**config.mk**
```make
export PLATFORM = sky130hd
export DESIGN_NAME = fdc_multi_core
export DESIGN_NICKNAME = d
export VERILOG_FILES = /design/src/rtl/fdc_multi_core.sv
export SDC_FILE = /design/constraint.sdc
export NUM_CORES = 1
export LEC_CHECK = 0
export ABC_CLOCK_PERIOD_IN_PS = 2350
export BUFFER_PORTS_ARGS = -buffer_cell sky130_fd_sc_hd__buf_2
export CORE_ASPECT_RATIO = 1.5
export CORE_MARGIN = 2
export CORE_UTILIZATION = 55
export CTS_BUF_LIST = sky130_fd_sc_hd__clkbuf_8
export DETAILED_ROUTE_END_ITERATION = 12
export PLACE_DENSITY_LB_ADDON = 0.12
export SYNTH_ARGS = -nofsm -noshare
export SYNTH_HDL_FRONTEND = slang
export SYNTH_SLANG_ARGS = --single-unit
```
**constraint.sdc**
```tcl
create_clock -name clk -period 2.35 [get_ports clk]
set_clock_uncertainty 0.15 [all_clocks]
set_input_delay 0.235 -clock clk [delete_from_list [all_inputs] [get_ports clk]]
set_output_delay 0.235 -clock clk [all_outputs]
set_load 0.01 [all_outputs]
```
**src/rtl/fdc_multi_core.sv**
```systemverilog
`timescale 1ns/1ps
// fdc_multi_core
// Multi-channel frequency-to-digital converter. Counts rising edges of CH
// asynchronous VCO inputs over a window of gate_len reference-clock periods
// (0 treated as 1), latches per-channel results with saturation flags and
// presents the selected channel on count_out/overflow.
//
// Ports
//   clk         system clock
//   rst_n       async active-low reset
//   clk_ref_in  async reference clock (window timebase)
//   vco_in      async VCO inputs, one per channel
//   start       level, sampled only in IDLE
//   continuous  1 = re-arm back-to-back windows
//   gate_len    window length in reference periods
//   sel         channel select for count_out/overflow
//   busy        high in ARM and GATE
//   valid       one-cycle pulse when new results are latched
//   count_out   latched count of channel sel (0 if sel >= CH)
//   overflow    latched saturation flag of channel sel
//
// state | meaning
// ------+------------------------------------------------------------
// IDLE  | waiting for start; gate_len captured on start
// ARM   | waiting for the first reference edge, which opens the window
// GATE  | counting; reference edge with ref_cnt == gate_q closes window

module fdc_multi_core #(
  parameter int CH          = 2,
  parameter int CNT_W       = 12,
  parameter int GATE_W      = 4,
  parameter int SYNC_STAGES = 2,
  localparam int SEL_W      = (CH > 1) ? $clog2(CH) : 1
) (
  input  logic              clk,
  input  logic              rst_n,
  input  logic              clk_ref_in,
  input  logic [CH-1:0]     vco_in,
  input  logic              start,
  input  logic              continuous,
  input  logic [GATE_W-1:0] gate_len,
  input  logic [SEL_W-1:0]  sel,
  output logic              busy,
  output logic              valid,
  output logic [CNT_W-1:0]  count_out,
  output logic              overflow
);

  typedef enum logic [1:0] {S_IDLE, S_ARM, S_GATE} state_t;

  // bit 0 is the reference clock, bits CH:1 are the VCO channels
  localparam int NIN = CH + 1;

  logic [NIN-1:0]    w_async;
  logic [NIN-1:0]    r_sync [SYNC_STAGES];
  logic [NIN-1:0]    r_hist;
  logic [NIN-1:0]    w_rise;
  logic              w_ref_rise;
  logic [CH-1:0]     w_vco_rise;

  state_t            r_state;
  state_t            w_state_nxt;
  logic              w_open;
  logic              w_close;
  logic              w_load_gate;

  logic [GATE_W-1:0] r_gate_q;
  logic [GATE_W-1:0] r_ref_cnt;
  logic              r_valid;
  logic [CNT_W-1:0]  r_cnt [CH];
  logic [CH-1:0]     r_sat;
  logic [CNT_W-1:0]  r_res [CH];
  logic [CH-1:0]     r_ovf;

  assign w_async    = {vco_in, clk_ref_in};
  assign w_rise     = r_sync[SYNC_STAGES-1] & ~r_hist;
  assign w_ref_rise = w_rise[0];
  assign w_vco_rise = w_rise[CH:1];

  always_ff @(posedge clk or negedge rst_n) begin
    if (!rst_n) begin
      for (int s = 0; s < SYNC_STAGES; s++) r_sync[s] <= '0;
      r_hist <= '0;
    end else begin
      r_sync[0] <= w_async;
      for (int s = 1; s < SYNC_STAGES; s++) r_sync[s] <= r_sync[s-1];
      r_hist <= r_sync[SYNC_STAGES-1];
    end
  end

  always_ff @(posedge clk or negedge rst_n) begin
    if (!rst_n) r_state <= S_IDLE;
    else        r_state <= w_state_nxt;
  end

  always_comb begin
    w_state_nxt = r_state;
    w_open      = 1'b0;
    w_close     = 1'b0;
    w_load_gate = 1'b0;
    case (r_state)
      S_IDLE: begin
        if (start) begin
          w_state_nxt = S_ARM;
          w_load_gate = 1'b1;
        end
      end
      S_ARM: begin
        if (w_ref_rise) begin
          w_state_nxt = S_GATE;
          w_open      = 1'b1;
        end
      end
      S_GATE: begin
        if (w_ref_rise && (r_ref_cnt == r_gate_q)) begin
          w_close = 1'b1;
          if (continuous) begin
            // closing edge doubles as the opening edge of the next window
            w_open      = 1'b1;
            w_load_gate = 1'b1;
          end else begin
            w_state_nxt = S_IDLE;
          end
        end
      end
      default: w_state_nxt = S_IDLE;
    endcase
  end

  always_ff @(posedge clk or negedge rst_n) begin
    if (!rst_n) begin
      r_gate_q  <= GATE_W'(1);
      r_ref_cnt <= '0;
      r_valid   <= 1'b0;
    end else begin
      r_valid <= w_close;
      if (w_load_gate)
        r_gate_q <= (gate_len == '0) ? GATE_W'(1) : gate_len;
      if (w_open)
        r_ref_cnt <= GATE_W'(1);
      else if ((r_state == S_GATE) && w_ref_rise && !w_close)
        r_ref_cnt <= r_ref_cnt + GATE_W'(1);
    end
  end

  // A VCO edge in the closing cycle belongs to the next window (or nowhere):
  // the result copy takes the pre-edge count, and reopening reloads from it.
  always_ff @(posedge clk or negedge rst_n) begin
    if (!rst_n) begin
      for (int i = 0; i < CH; i++) begin
        r_cnt[i] <= '0;
        r_res[i] <= '0;
      end
      r_sat <= '0;
      r_ovf <= '0;
    end else begin
      for (int i = 0; i < CH; i++) begin
        if (w_close) begin
          r_res[i] <= r_cnt[i];
          r_ovf[i] <= r_sat[i];
        end
        if (w_open) begin
          r_cnt[i] <= CNT_W'(w_vco_rise[i]);
          r_sat[i] <= 1'b0;
        end else if ((r_state == S_GATE) && !w_close && w_vco_rise[i]) begin
          // flag marks an edge that arrived with the counter already full
          if (&r_cnt[i]) r_sat[i] <= 1'b1;
          else           r_cnt[i] <= r_cnt[i] + CNT_W'(1);
        end
      end
    end
  end

  always_comb begin
    count_out = '0;
    overflow  = 1'b0;
    for (int i = 0; i < CH; i++) begin
      if (sel == SEL_W'(i)) begin
        count_out = r_res[i];
        overflow  = r_ovf[i];
      end
    end
  end

  assign busy  = (r_state != S_IDLE);
  assign valid = r_valid;

endmodule
```
## Yosys cells after proc, flatten, opt, wreduce, memory -nomap -nowiden

Cells that the tools add are included.

- ROM bits: 0
- Register bits after elaboration: 72
- Input bits: 12
- Word-level logic and storage cells: 80
- Bits in latches: 0
- Bits in writable memories: 0
- Memories kept: 0

- Reduce and logical (&&, ||, !) cells: 22
- Multiplexer cells: 30
- Add/sub/neg operators: 3
- Divide/modulo/power cells: 0
- Bitwise operators: 2
- Shifts and indexed selects: 0
- Equality and inequality tests: 9
- Magnitude comparators: 0
- $mul: 0

Operators by type and width:

| cell | count |
|---|---|
| $mux W12 | 7 |
| $add A12 B1 Y12 const B | 2 |
| $reduce_and A12 Y1 | 2 |
| $mux W1 | 13 |
| $mux W4 | 3 |
| $ne A2 B2 Y1 const B | 6 |
| $reduce_bool A2 Y1 | 6 |
| $mux W2 | 4 |
| $reduce_and A2 Y1 | 4 |
| $logic_and A1 B1 Y1 | 6 |
| $pmux W2 S3 | 1 |
| $add A4 B1 Y4 const B | 1 |
| $eq A4 B4 Y1 | 1 |
| $logic_not A4 Y1 | 1 |
| $pmux W1 S2 | 2 |
| $reduce_and A4 Y1 | 1 |
| $and A3 B3 Y3 | 1 |
| $not A3 Y3 | 1 |
| $eq A2 B1 Y1 const B | 1 |
| $eq A2 B2 Y1 const B | 1 |
| $logic_not A2 Y1 | 1 |
| $logic_not A1 Y1 | 1 |

## Longest topological paths before layout

- Depth in word-level cells: 10
- Gate-level depth with buffers: 7

## Least setup slack after synthesis

OpenSTA, ideal clock, no wires.

- Path type: reg2reg
- Start: reg r_state[0]
- End: reg r_cnt[21] (netlist name)
- Data arrival time: 1,842 ps
- Buffers on the path: 0
- Setup time: 77 ps
- Setup slack: 281 ps
- Clock period less this slack: 2,069 ps
- Stages on the path, launching flop included: 8
- Path through: dfrtp_1 > inv_1 > ha_1 > nand3b_1 > nor4_1 > o211ai_2 > or3_1 > a21oi_1

- Cells in the longest elaborated chain, start to end: 7
- Elaborated cells between the ends (all ways): 11
- Those cells by class: 3 x eq/ne; 3 x mux; 5 x reduce/logical

RTL lines:

| item | RTL line | source |
|---|---|---|
| start, declared | 61 | `state_t r_state;` |
| start signal, assigned | 93 | `else r_state <= w_state_nxt;` |
| $eq A2 B2 Y1 | 101, 165 |  |
| $mux W1 | 101 | `case (r_state)` |
| $logic_not A1 Y1 | 165 | `end else if ((r_state == S_GATE) && !w_close && w_vco_rise[i]) begin` |
| $logic_and A1 B1 Y1 (2 in series) | 165 |  |
| $reduce_bool A2 Y1 (no source line) | -- |  |
| $reduce_and A2 Y1 (no source line) | -- |  |
| end signal, assigned by index | 163 | `r_cnt[i] <= CNT_W'(w_vco_rise[i]);` |
| end signal, assigned by index | 168 | `else r_cnt[i] <= r_cnt[i] + CNT_W'(1);` |
| end, declared | 70 | `logic [CNT_W-1:0] r_cnt [CH];` |

Several ways; a longest one is shown, not always the timed one.
A chain may end at the register's enable or synchronous reset.

## Worst setup path after layout

- Start: reg r_state[0]
- End: reg r_cnt[9] (netlist name)

Same word-level chain as after synthesis.

==> impl_metrics.tcl <==
set metrics [dict create \
    status "completed" \
    drc_errors 0 \
    initial_core_util 0.5655 \
    drt-initial-drc-count 138 \
    hp-start "start" \
    synth_seq_cells 72 \
    maxCapViolations 0 \
    p_per_area_mw_per_mm2 830.5 \
    end_kind "flip-flop" \
    synth_common_cells "dfrtp_1 (71), mux2_2 (42), nor2_1 (18)" \
    io_pins 27 \
    grt-ovfl-total 0 \
    maxSlewViolCount 0 \
    antenna_found_initial 0 \
    synth_area_leaders "dfrtp_1 (52%), mux2_2 (14%), ha_1 (2.5%), xor2_1 (2.3%), nor2_1 (2.0%)" \
    vias_per_cell 5.874 \
    hold_viol_final 0 \
    drive_above_1_share 0.3163 \
    rsz0062_at_grt "no" \
    r2r_setup_slack_ns 0.17 \
    syn_avg_cell_area_um2 12.12 \
    worstPathMaxFanout 8 \
    timing.hold.ws_ns 0.06380 \
    critical_path.startpoint_type "flip-flop" \
    grt_max_degree 73 \
    cp_cell_sequence "inv_1 > ha_4 > and3b_1 > and3_1 > o211ai_1 > or3_1 > a21oi_1" \
    yosysMostFrequentCell "dfrtp_1" \
    dieArea_mm2 0.006920 \
    synth_top_area_cell "dfrtp_1" \
    dp_slack_ns 0.04549 \
    grt_pass1_wl_mm 11.27 \
    worst_hold_path.endpoint "r_state[0]" \
    finalSetupViolations 0 \
    hpwl_mm 4.651 \
    slew_headroom 0.4113 \
    synth_xor_area_frac 0.04435 \
    period_minus_slack_ns 2.176 \
    postRouteAntennaNets 0 \
    numPortBuffers 26 \
    cts_buffer_depth 2 \
    syn_inst 284 \
    arrival_ns 2.29 \
    synthMuxAreaShare 0.1523 \
    area_delta_synth_final_pct 16.36 \
    synth_top_area_share 0.5162 \
    grtUsageTotal 0.2217 \
    leakagePower_nw 1.849 \
    cts_tree "built" \
    nets 346 \
    clock_latency_ns 0.34 \
    cts_buffers 9 \
    grt_pass1_vias 2425 \
    globalplace.congestion 0.8647 \
    slowest_delay_ns 0.41 \
    grt_use_met1 0.2656 \
    rows 35 \
    synth_edf_count 0 \
    path_delay_family "simple AND/OR/NAND/NOR gates" \
    synth_compound_area_frac 0.1021 \
    firstDrtPassIters 4 \
    total_power_mw 3.326 \
    use_met2 0.3713 \
    yosysUniqueCellTypes 46 \
    ys_seq_area_frac 0.5238 \
    hp-class "in2reg" \
    die_h_um 100.9 \
    top_usage_layer "met2" \
    worst-path-buf-inv 1 \
    tightestPinTransition_ns 0.8831 \
    cp_num_cells 7 \
    fmax_mhz 459.5 \
    core_mm2 0.006087 \
    syn_area_mm2 0.003442 \
    synth_top_family_by_area "multiplexers" \
    cts_sinks 72 \
    synth_fa_ha_area_frac 0.02545 \
    vdd_drop_max_mv 0.6410 \
    vias 2385 \
    r2r_end "r_cnt[9]" \
    fin_ws_ns 0.1739 \
    yosysWarningCount 0 \
    required_ns 2.47 \
    htreeDepth 3 \
    setup-tns-final_ns 0 \
    holdPathStages 3 \
    min_period_over_period 0.9260 \
    crit_start "r_state[0]" \
    met3_usage 0.03352 \
    critPathKind "reg2reg" \
    root_buffer "clkbuf_8" \
    wl_per_cell_um 16.72 \
    synth_ff_type "dfrtp_1" \
    n_antenna_cell 0 \
    routed_wirelength_mm 6.787 \
    cp_slowest_cell "dfrtp_1" \
    die_w_um 68.59 \
    path_clk_slew_ns 0.07 \
    synth-simple-area-share 0.1356 \
    syn_nets 303 \
    reg2reg_depth 7 \
    async_flop_share 1.000 \
    worst_r2r_startpoint "r_state[0]" \
]
## area by class of cell
cell class                      count  area [µm²]
Timing Repair Buffer               41       290.3
Clock inverter                      5       47.55
Sequential cell                    72        1803
Tap cell                           74       92.59
Clock buffer                       11       151.4
Multi-Input combinational cell    199        1605
Inverter                            4       15.01
Fill cell                         447        2082
## worst max-delay path by stage
stage / end / slack (ns)
2_1_floorplan: r_cnt[21] / 0.28
3_3_place_gp: r_cnt[13] / 0.12
3_5_place_dp: r_cnt[9] / 0.05
4_1_cts: r_cnt[9] / 0.04
5_1_grt: r_cnt[9] / 0.03
6_report: r_cnt[9] / 0.17
## sequential cells by signal, summed over array words and instances, names as in the netlist
name       flops
valid          1
r_state        2
r_ref_cnt      4
r_ovf          2
r_sync         6
r_sat          2
r_gate_q       4
r_hist         3
r_cnt         24
r_res         24
## placed cells by master (no fill, tap or decap), types with 7 or more instances in the layout
cell type	netlist	routed
xor2_1	9	9
or3_1	8	8
mux2_2	42	42
dfrtp_1	71	71
buf_2	6	25
nand3_1	10	10
o21ai_0	8	8
a21oi_1	11	11
o21a_1	8	8
dlygate4sd3_1	0	8
nor2_1	18	18
nand2_1	11	11
clkbuf_8	0	11
nand4_1	7	7
o211ai_1	7	7
## stage by stage
stage	cells	utilization	instance area, µm²
6_report	406	0.6580	4005
5_1_grt	406	0.6580	4005
4_1_cts	406	0.6543	3983
3_5_place_dp	382	0.6084	3704
3_3_place_gp	382	0.6084	3704
2_1_floorplan	284	-	3442
## worst register-to-register path: cells and delay by family (launching register included)
family / cells / cell delay (ns)
flops: 1 / 0.41
buf+inv: 1 / 0.13
compound gates: 2 / 0.37
simple gates: 3 / 0.83
fa+ha+maj: 1 / 0.20
## kinds of logic (layout without fill, tap and decap cells)
| kind of cell | Yosys count | in the layout |
|---|---|---|
| buffers and inverters | 13 | 61 |
| AND/OR/NAND/NOR | 82 | 82 |
| adder cells (fa/ha/maj) | 7 | 7 |
| XOR/XNOR | 14 | 14 |
| multiplexers | 47 | 47 |
| AO/OA/AOI/OAI | 49 | 49 |
| flip-flops | 72 | 72 |
## metal layers
metal,vias to the layer above,share of wire
met1,1180,0.41
met5,-,0
met2,54,0.52
met3,18,0.034
li1,1133,-
met4,0,0.032
## what timing repair did
item	in CTS	in global routing
endpoints found under the hold margin	78	0
buffers inserted	0	0
gates resized for setup	0	4
hold buffers	8	0
endpoints found under the setup margin	0	7
## power by group
part | switching (mW) | internal [mW] | total [mW]
sequential | 0.176 | 1.40 | 1.57
clock | 0.436 | 0.537 | 0.973
combinational | 0.417 | 0.363 | 0.780
total | 1.03 | 2.30 | 3.33
No activity file was read; power rests on OpenSTA's default activity.
